**src/rtl/rca8_seq_add64.sv**
```systemverilog
// ---------------------------------------------------------------------------
// rca8_seq_add64 -- byte-serial add/subtract unit built around one 8-bit
// ripple-carry adder (rca8). A WIDTH-bit sum or difference is produced one
// byte per clock, LSB byte first, in WIDTH/8 cycles. This is the small-area
// alternative to the full-width combinational adder path.
//
// Optional feature macro: ABORT_MODE_EN (adds the abort input).
//
// Ports:
//   clk       rising-edge clock
//   rst       asynchronous, active-high reset
//   start     operation request, accepted only while ready=1
//   op_sub    0 = a+b, 1 = a-b (sampled with start)
//   a, b      WIDTH-bit operands (sampled with start)
//   abort     (ABORT_MODE_EN only) cancel the operation in progress
//   ready     high in IDLE
//   busy      high in RUN
//   done      one-cycle completion pulse
//   result    result of the last completed operation
//   c_out     carry out of the MSB (subtract: 1 = no borrow)
//   overflow  signed two's-complement overflow of the last operation
//   zero      result == 0
// ---------------------------------------------------------------------------

// 8-bit ripple-carry adder: the single arithmetic slice the controller reuses.
module rca8 (
  input  logic [7:0] x,
  input  logic [7:0] y,
  input  logic       c_in,
  output logic [7:0] z,
  output logic       c_out
);
  logic carry;

  // NOTE: blocking assignments are correct here: this is combinational logic
  // and 'carry' must ripple bit by bit within one evaluation.
  always_comb begin
    carry = c_in;
    z     = '0;
    for (int i = 0; i < 8; i++) begin
      z[i]  = x[i] ^ y[i] ^ carry;
      carry = (x[i] & y[i]) | (carry & (x[i] ^ y[i]));
    end
    c_out = carry;
  end
endmodule

module rca8_seq_add64 #(
  parameter int WIDTH = 64
) (
  input  logic             clk,
  input  logic             rst,
  input  logic             start,
  input  logic             op_sub,
  input  logic [WIDTH-1:0] a,
  input  logic [WIDTH-1:0] b,
`ifdef ABORT_MODE_EN
  input  logic             abort,
`endif
  output logic             ready,
  output logic             busy,
  output logic             done,
  output logic [WIDTH-1:0] result,
  output logic             c_out,
  output logic             overflow,
  output logic             zero
);

  localparam int NBYTES = WIDTH / 8;
  localparam int IDX_W  = $clog2(NBYTES);
  localparam logic [IDX_W-1:0] LAST_IDX = IDX_W'(NBYTES - 1);

  if ((WIDTH % 8) != 0 || WIDTH < 16) begin : g_bad_width
    $error("rca8_seq_add64: WIDTH must be a multiple of 8 and at least 16");
  end

  typedef enum logic [1:0] {IDLE, RUN, DONE} state_t;

  state_t           state_q, state_d;
  logic [WIDTH-1:0] opa_q, opb_q, acc_q, acc_d;
  logic [IDX_W-1:0] idx_q;
  logic             carry_q;
  logic [WIDTH-1:0] result_q;
  logic             c_out_q, overflow_q, zero_q;

  logic [7:0]       byte_z;
  logic             byte_co;
  logic             abort_hit;
  logic             last_byte;

`ifdef ABORT_MODE_EN
  assign abort_hit = (state_q == RUN) && abort;
`else
  assign abort_hit = 1'b0;
`endif

  assign last_byte = (idx_q == LAST_IDX);

  // The one shared adder slice, steered to the current byte lane.
  rca8 u_rca8 (
    .x     (opa_q[{idx_q, 3'b000} +: 8]),
    .y     (opb_q[{idx_q, 3'b000} +: 8]),
    .c_in  (carry_q),
    .z     (byte_z),
    .c_out (byte_co)
  );

  // Accumulator with the current byte merged in, so the final byte is already
  // visible when the result registers load on the last RUN edge.
  always_comb begin
    acc_d = acc_q;
    acc_d[{idx_q, 3'b000} +: 8] = byte_z;
  end

  // NOTE: every output of this block gets a default before the case, so no
  // path leaves state_d unassigned and no latch is inferred.
  always_comb begin
    state_d = state_q;
    case (state_q)
      IDLE:    if (start) state_d = RUN;
      RUN: begin
        if (abort_hit)      state_d = IDLE;  // abort beats completion
        else if (last_byte) state_d = DONE;
      end
      DONE:    state_d = IDLE;
      default: state_d = IDLE;
    endcase
  end

  // NOTE: sequential state uses non-blocking assignments so every register
  // samples pre-edge values regardless of statement order.
  always_ff @(posedge clk or posedge rst) begin
    if (rst) state_q <= IDLE;
    else     state_q <= state_d;
  end

  always_ff @(posedge clk or posedge rst) begin
    if (rst) begin
      opa_q      <= '0;
      opb_q      <= '0;
      acc_q      <= '0;
      idx_q      <= '0;
      carry_q    <= 1'b0;
      result_q   <= '0;
      c_out_q    <= 1'b0;
      overflow_q <= 1'b0;
      zero_q     <= 1'b0;
    end else begin
      case (state_q)
        IDLE: begin
          if (start) begin
            // Subtraction is a + ~b + 1: the +1 enters as the initial carry.
            opa_q   <= a;
            opb_q   <= op_sub ? ~b : b;
            carry_q <= op_sub;
            idx_q   <= '0;
          end
        end
        RUN: begin
          if (!abort_hit) begin
            acc_q   <= acc_d;
            carry_q <= byte_co;
            idx_q   <= idx_q + IDX_W'(1);
            if (last_byte) begin
              result_q   <= acc_d;
              c_out_q    <= byte_co;
              overflow_q <= (opa_q[WIDTH-1] == opb_q[WIDTH-1]) &&
                            (acc_d[WIDTH-1] != opa_q[WIDTH-1]);
              zero_q     <= (acc_d == '0);
            end
          end
        end
        default: ;
      endcase
    end
  end

  // Handshake outputs decode the state register only.
  assign ready    = (state_q == IDLE);
  assign busy     = (state_q == RUN);
  assign done     = (state_q == DONE);
  assign result   = result_q;
  assign c_out    = c_out_q;
  assign overflow = overflow_q;
  assign zero     = zero_q;

endmodule

```
**config.mk**
```make
export PLATFORM = sky130hd
export DESIGN_NAME = rca8_seq_add64
export DESIGN_NICKNAME = d
export VERILOG_FILES = /design/src/rtl/rca8_seq_add64.sv
export SDC_FILE = /design/constraint.sdc
export NUM_CORES = 1
export LEC_CHECK = 0
export CORE_MARGIN = 2
export CORE_UTILIZATION = 58
export CTS_CLUSTER_SIZE = 24
export DETAILED_ROUTE_END_ITERATION = 10
export GPL_ROUTABILITY_DRIVEN = 0
export PLACE_DENSITY = 0.86
export SLEW_MARGIN = 20
export SYNTH_ARGS = -nofsm -noshare
export SYNTH_HDL_FRONTEND = slang
export SYNTH_SLANG_ARGS = --single-unit
```
**constraint.sdc**
```tcl
create_clock -name clk -period 28.2 [get_ports clk]
set_input_delay 5.64 -clock clk [delete_from_list [all_inputs] [get_ports clk]]
set_output_delay 5.64 -clock clk [all_outputs]
set_load 0.1 [all_outputs]
```
==> out/metrics.csv, run 1 <==
stage,metric,value,unit
outcome,outcome,finished clean,
route,drc,0,
logic_synthesis,ys_types,57,
sta,fmax,115.7,MHz
route,drt_iter0_drc,1000,
logic_synthesis,synth_warnings,0,
logic_synthesis,synth_edf_count,0,
floorplanning,placementRows,54,
worst_setup_path,critPathKind,register to output port,
logic_synthesis,synth_top_family_by_area,simple AND/OR/NAND/NOR gates,
grt,grt_first_pass_wirelength,49.96,mm
sta,worst_clock_skew,0.009640,ns
route,ant_nets,0,
finish,num_antenna_cells,0,
finish,layout_common_cells,"nand2_1, dfrtp_1, clkdlybuf4s50_1, o21ai_0, xnor2_1",
finish,final_common_cell,nand2_1,
placed_design,hpwl,21.43,mm
worst_setup_path,critPathCaptureType,output port,
route,routed_wl,31.37,mm
logic_synthesis,synth-xor-area-share,0.04390,
sta,finalSetupViolCount,0,
worst_setup_path,crit_required,22.56,ns
finish,drive_gt1_frac,0.08806,
sta,timing.final.crit_share,0.3065,
sta,rsz0062_at_grt,no,
logic_synthesis,synth_area,12770,um^2
logic_synthesis,synth_fa_ha_area_frac,0.01940,
route,wl_per_cell,17.63,um
grt,first_global_vias,9722,
sta,min_period,8.643,ns
logic_synthesis,synth_ff_type,dfrtp_1,
logic_synthesis,netlist_instances,1335,
clock_tree,cts_tree,built,
clock_tree,cts_sinks,265,
logic_synthesis,synth_mux_area_frac,0.09858,
sta,finalMaxSlewViolations,0,
grt,grtUsageTotal,0.2644,
clock_tree,numCtsBuffers,26,
sta,tns,0,ns
floorplanning,core,21690,um^2
grt,grt.overflow.total,0,
placed_design,io_buffers,201,
clock_tree,clkSlewWorstSetupHoldPaths,0.06,ns
clock_tree,insertion_delay,0.53,ns
flow_run,drv_cap,0,
clock_tree,clock_path_buffers,3,
logic_synthesis,yosysSeqAreaShare,0.5194,
logic_synthesis,synth_simple_gate_area_frac,0.1901,
logic_synthesis,synth_compound_area_frac,0.09290,
route,first_pass_iters,6,
floorplanning,pin_count,202,
route,via_count,10280,
clock_tree,post_cts_buffers,0,
clock_tree,cts_hold_buf,0,
worst_setup_path,path_max_fanout,16,
floorplanning,start_util,0.5887,
sta,hold_viol,0,
worst_setup_path,start_kind,register,
floorplanning,die_h,152.4,um
sta,worstMarginPinSlew,1.005,ns
route,routed_via_density,5.779,
worst_setup_path,crit_arrival,3.00,ns
logic_synthesis,synthArstFlopShare,1.000,
logic_synthesis,synth.ff_latch_count,265,
logic_synthesis,syn_nets,1482,
logic_synthesis,syn-mean-instance-area,9.564,um^2
clock_tree,htree_levels,1,
clock_tree,clockRootBuffer,clkbuf_16,
grt,grt_max_degree,119,
finish,synthToLayoutAreaGrowth,23.24,%
clock_tree,cts_resized,0,
finish,n_fill_cell,1498,
hold_path,hp-class,register to register,
floorplanning,die-area,23220,um^2
sta,relSlewSlack,0.3279,
grt,antenna_found_initial,0,
finish,fin_nets,1629,
floorplanning,fp.dieW,152.4,um
[metal layers]
metal / vias up / routed length (um) / GRT usage
met2: 441 / 15340 / 0.4361
met1: 4979 / 12710 / 0.3632
li1: 4776 / - / -
met5: - / 0 / 0
met3: 84 / 2243 / 0.03811
met4: 0 / 1079 / 0.09390
[metrics by stage]
stage	hold WS, ns	worst slack [ns]	cell area [um^2]	utilization	instances
after floorplan	0.4403	15.26	12770	-	1335
after global placement	0.4517	20.30	14810	0.6829	1733
after detailed placement	0.4569	20.20	14810	0.6829	1733
after CTS	0.4722	19.62	15700	0.7237	1778
after global routing	0.4944	19.46	15740	0.7256	1779
final	0.4689	19.56	15740	0.7256	1779
[registers in the layout, summed over array words and instances, names as in the netlist]
register  flops
acc_q        64
opa_q        64
opb_q        64
result       64
idx_q         3
state_q       2
c_out         1
carry_q       1
overflow      1
zero          1
[critical path, stage by stage (launching register included)]
cell and delay [ns]:
dfrtp_1 0.39, nand2b_1 0.39, inv_2 0.46, clkdlybuf4s50_1 1.22
[layout make-up]
cell class	instances	area, um^2	area share
Clock buffer	37	793.3	0.05041
Clock inverter	8	92.59	0.005884
Inverter	14	60.06	0.003817
Multi-Input combinational cell	966	5713	0.3630
Sequential cell	265	6634	0.4216
Tap cell	280	350.3	0.02226
Timing Repair Buffer	209	2093	0.1330
[logic make-up (layout without fill, tap and decap cells)]
logic type,Yosys count,after routing
DFF,265,265
muxes,83,83
xor gates and xnor gates,64,64
AOI/OAI and AO/OA,222,222
and+or+nand+nor,582,582
buffers and inverters,104,268
adders and majority gates,15,15
[final timing paths]
| kind | start | end | slack (ns) | cells past startpoint |
|---|---|---|---|---|
| setup reg to reg | idx_q[0] | zero | 21.51 | 19 |
| setup / recovery | state_q[1] | busy | 19.56 | 3 |
| hold / removal | opa_q[45] | opa_q[45] | 0.47 | 2 |
| hold reg to reg | opa_q[45] | opa_q[45] | 0.47 | 2 |
| max in group asynchronous | rst | idx_q[1] | 21.33 | 4 |
| min in group asynchronous | rst | result[12] | 5.63 | 2 |
[Yosys cell counts (7+ instances only)]
library cell    n  area share
inv_1          11      0.0032
nand3_1         8      0.0031
mux2i_1        29       0.023
nor2_1         51       0.015
fa_1            8       0.013
nand4_1         7      0.0034
nor3_1         23      0.0090
nor4_1         10      0.0049
mux2_2         22       0.019
a21oi_1        38       0.015
o21ai_1        26       0.010
a31oi_1        10      0.0049
clkbuf_1       52       0.015
mux4_2         32       0.056
ha_1            7      0.0069
dfrtp_1       265        0.52
o21ai_0       133       0.052
buf_2          26       0.010
xnor2_1        64       0.044
nand2_1       444        0.13
Power of run 1 is left out: the tool's default activity adds up to more than one toggle a clock period on the data nets, which glitch-free logic cannot reach.
==> run 2: changes to the inputs <==
--- a/config.mk
+++ b/config.mk
@@ -6,11 +6,11 @@
 export NUM_CORES = 1
 export LEC_CHECK = 0
 export CORE_MARGIN = 2
-export CORE_UTILIZATION = 58
+export CORE_UTILIZATION = 54
 export CTS_CLUSTER_SIZE = 24
 export DETAILED_ROUTE_END_ITERATION = 10
 export GPL_ROUTABILITY_DRIVEN = 0
-export PLACE_DENSITY = 0.86
+export PLACE_DENSITY = 0.81
 export SLEW_MARGIN = 20
 export SYNTH_ARGS = -nofsm -noshare
 export SYNTH_HDL_FRONTEND = slang
==> constraint.sdc (replaced) <==
create_clock -name clk -period 8 [get_ports clk]
set_input_delay 1.6 -clock clk [delete_from_list [all_inputs] [get_ports clk]]
set_output_delay 1.6 -clock clk [all_outputs]
set_load 0.1 [all_outputs]
==> out/metrics.csv, run 2 (synthesized netlist as in run 1, its figures left out) <==
stage,metric,value,unit
outcome,outcome,finished clean,
placed_design,hpwl,21.94,mm
floorplanning,core,23330,um^2
route,via_count,9892,
floorplanning,die-area,24890,um^2
route,routed_via_density,5.432,
route,drt_iter0_drc,819,
worst_setup_path,crit_arrival,6.78,ns
clock_tree,insertion_delay,0.54,ns
floorplanning,fp.dieW,157.8,um
worst_setup_path,critPathKind,register to register,
sta,rsz0062_at_grt,no,
grt,grtUsageTotal,0.2561,
worst_setup_path,critPathCaptureType,register,
grt,grt_first_pass_wirelength,50.07,mm
sta,finalMaxSlewViolations,0,
grt,first_global_vias,9576,
sta,min_period,6.328,ns
finish,multi_input_area,5699,um^2
finish,synthToLayoutAreaGrowth,23.51,%
finish,num_antenna_cells,0,
finish,drive_gt1_frac,0.08855,
grt,antenna_found_initial,0,
sta,worst_clock_skew,0.01709,ns
route,ant_nets,0,
clock_tree,cts_sinks,265,
finish,layout_common_cells,"nand2_1, dfrtp_1, clkdlybuf4s50_1, o21ai_0, xnor2_1",
route,first_pass_iters,6,
hold_path,hp-class,register to register,
clock_tree,cts_hold_buf,0,
floorplanning,start_util,0.5472,
finish,final_common_cell,nand2_1,
clock_tree,clkSlewWorstSetupHoldPaths,0.06,ns
placed_design,io_buffers,201,
route,drc,0,
sta,worstMarginPinSlew,1.078,ns
clock_tree,post_cts_buffers,0,
clock_tree,clockRootBuffer,clkbuf_16,
route,wl_per_cell,17.20,um
sta,fmax,158.0,MHz
floorplanning,die_h,157.8,um
grt,grt_max_degree,175,
route,routed_wl,31.31,mm
finish,n_fill_cell,1756,
sta,relSlewSlack,0.2811,
sta,timing.final.crit_share,0.7910,
worst_setup_path,crit_required,8.45,ns
sta,tns,0,ns
flow_run,drv_cap,0,
clock_tree,cts_tree,built,
finish,fin_nets,1630,
grt,grt.overflow.total,0,
floorplanning,placementRows,56,
finish,seq_area,6634,um^2
clock_tree,cts_resized,0,
worst_setup_path,path_max_fanout,28,
clock_tree,htree_levels,1,
floorplanning,pin_count,202,
clock_tree,numCtsBuffers,27,
clock_tree,clock_path_buffers,3,
sta,hold_viol,0,
sta,finalSetupViolCount,0,
worst_setup_path,start_kind,register,
-- run 2: area by class of cell --
class                      instances  area share
timing repair buffer             209      0.1320
inverter                          14    0.003570
multi-input combinational        966      0.3614
clock inverter                    13    0.009759
tap                              319     0.02531
sequential                       265      0.4207
clock buffer                      35     0.04729
-- run 2: path summary, 6_finish.rpt --
check	startpoint	to	slack (ns)	cells after the start
min in group asynchronous	rst	opa_q[58]	1.53	2
max reg2reg	idx_q[0]	zero	1.67	19
min	opa_q[62]	opa_q[62]	0.47	2
max in group asynchronous	rst	idx_q[0]	5.07	3
max	idx_q[0]	zero	1.67	19
min reg2reg	opa_q[62]	opa_q[62]	0.47	2
-- run 2: through the flow --
stage / area [um^2] / utilization / std cells / setup WS [ns] / hold WS [ns]
floorplan: 12770 / - / 1335 / 2.323 / 0.4403
global placement: 14870 / 0.6373 / 1773 / 1.804 / 0.4528
detailed placement: 14870 / 0.6373 / 1773 / 1.678 / 0.4587
CTS: 15770 / 0.6759 / 1821 / 1.674 / 0.4741
global route: 15770 / 0.6759 / 1821 / 1.310 / 0.4915
finish: 15770 / 0.6759 / 1821 / 1.672 / 0.4737
-- run 2: critical path, stage by stage, from the launching register on --
cell and delay [ns]:
dfrtp_2 0.79, buf_4 0.40, mux4_2 0.27, mux2i_1 0.09, fa_1 0.44, fa_1 0.47
fa_1 0.47, fa_1 0.46, fa_1 0.43, inv_1 0.09, fa_1 0.16, inv_1 0.05
fa_1 0.41, inv_1 0.08, fa_1 0.57, nor2b_1 0.33, nand4_1 0.14, a31oi_1 0.23
nand4_1 0.10, o31ai_1 0.24
-- run 2: per-layer routing --
| metal | track usage | share of wire | vias up |
|---|---|---|---|
| li1 | - | - | 4758 |
| met1 | 0.3593 | 0.42 | 4647 |
| met2 | 0.4133 | 0.47 | 406 |
| met3 | 0.03093 | 0.066 | 81 |
| met4 | 0.09610 | 0.036 | 0 |
| met5 | 0 | 0 | - |
Power of run 2 is left out for the same reason.
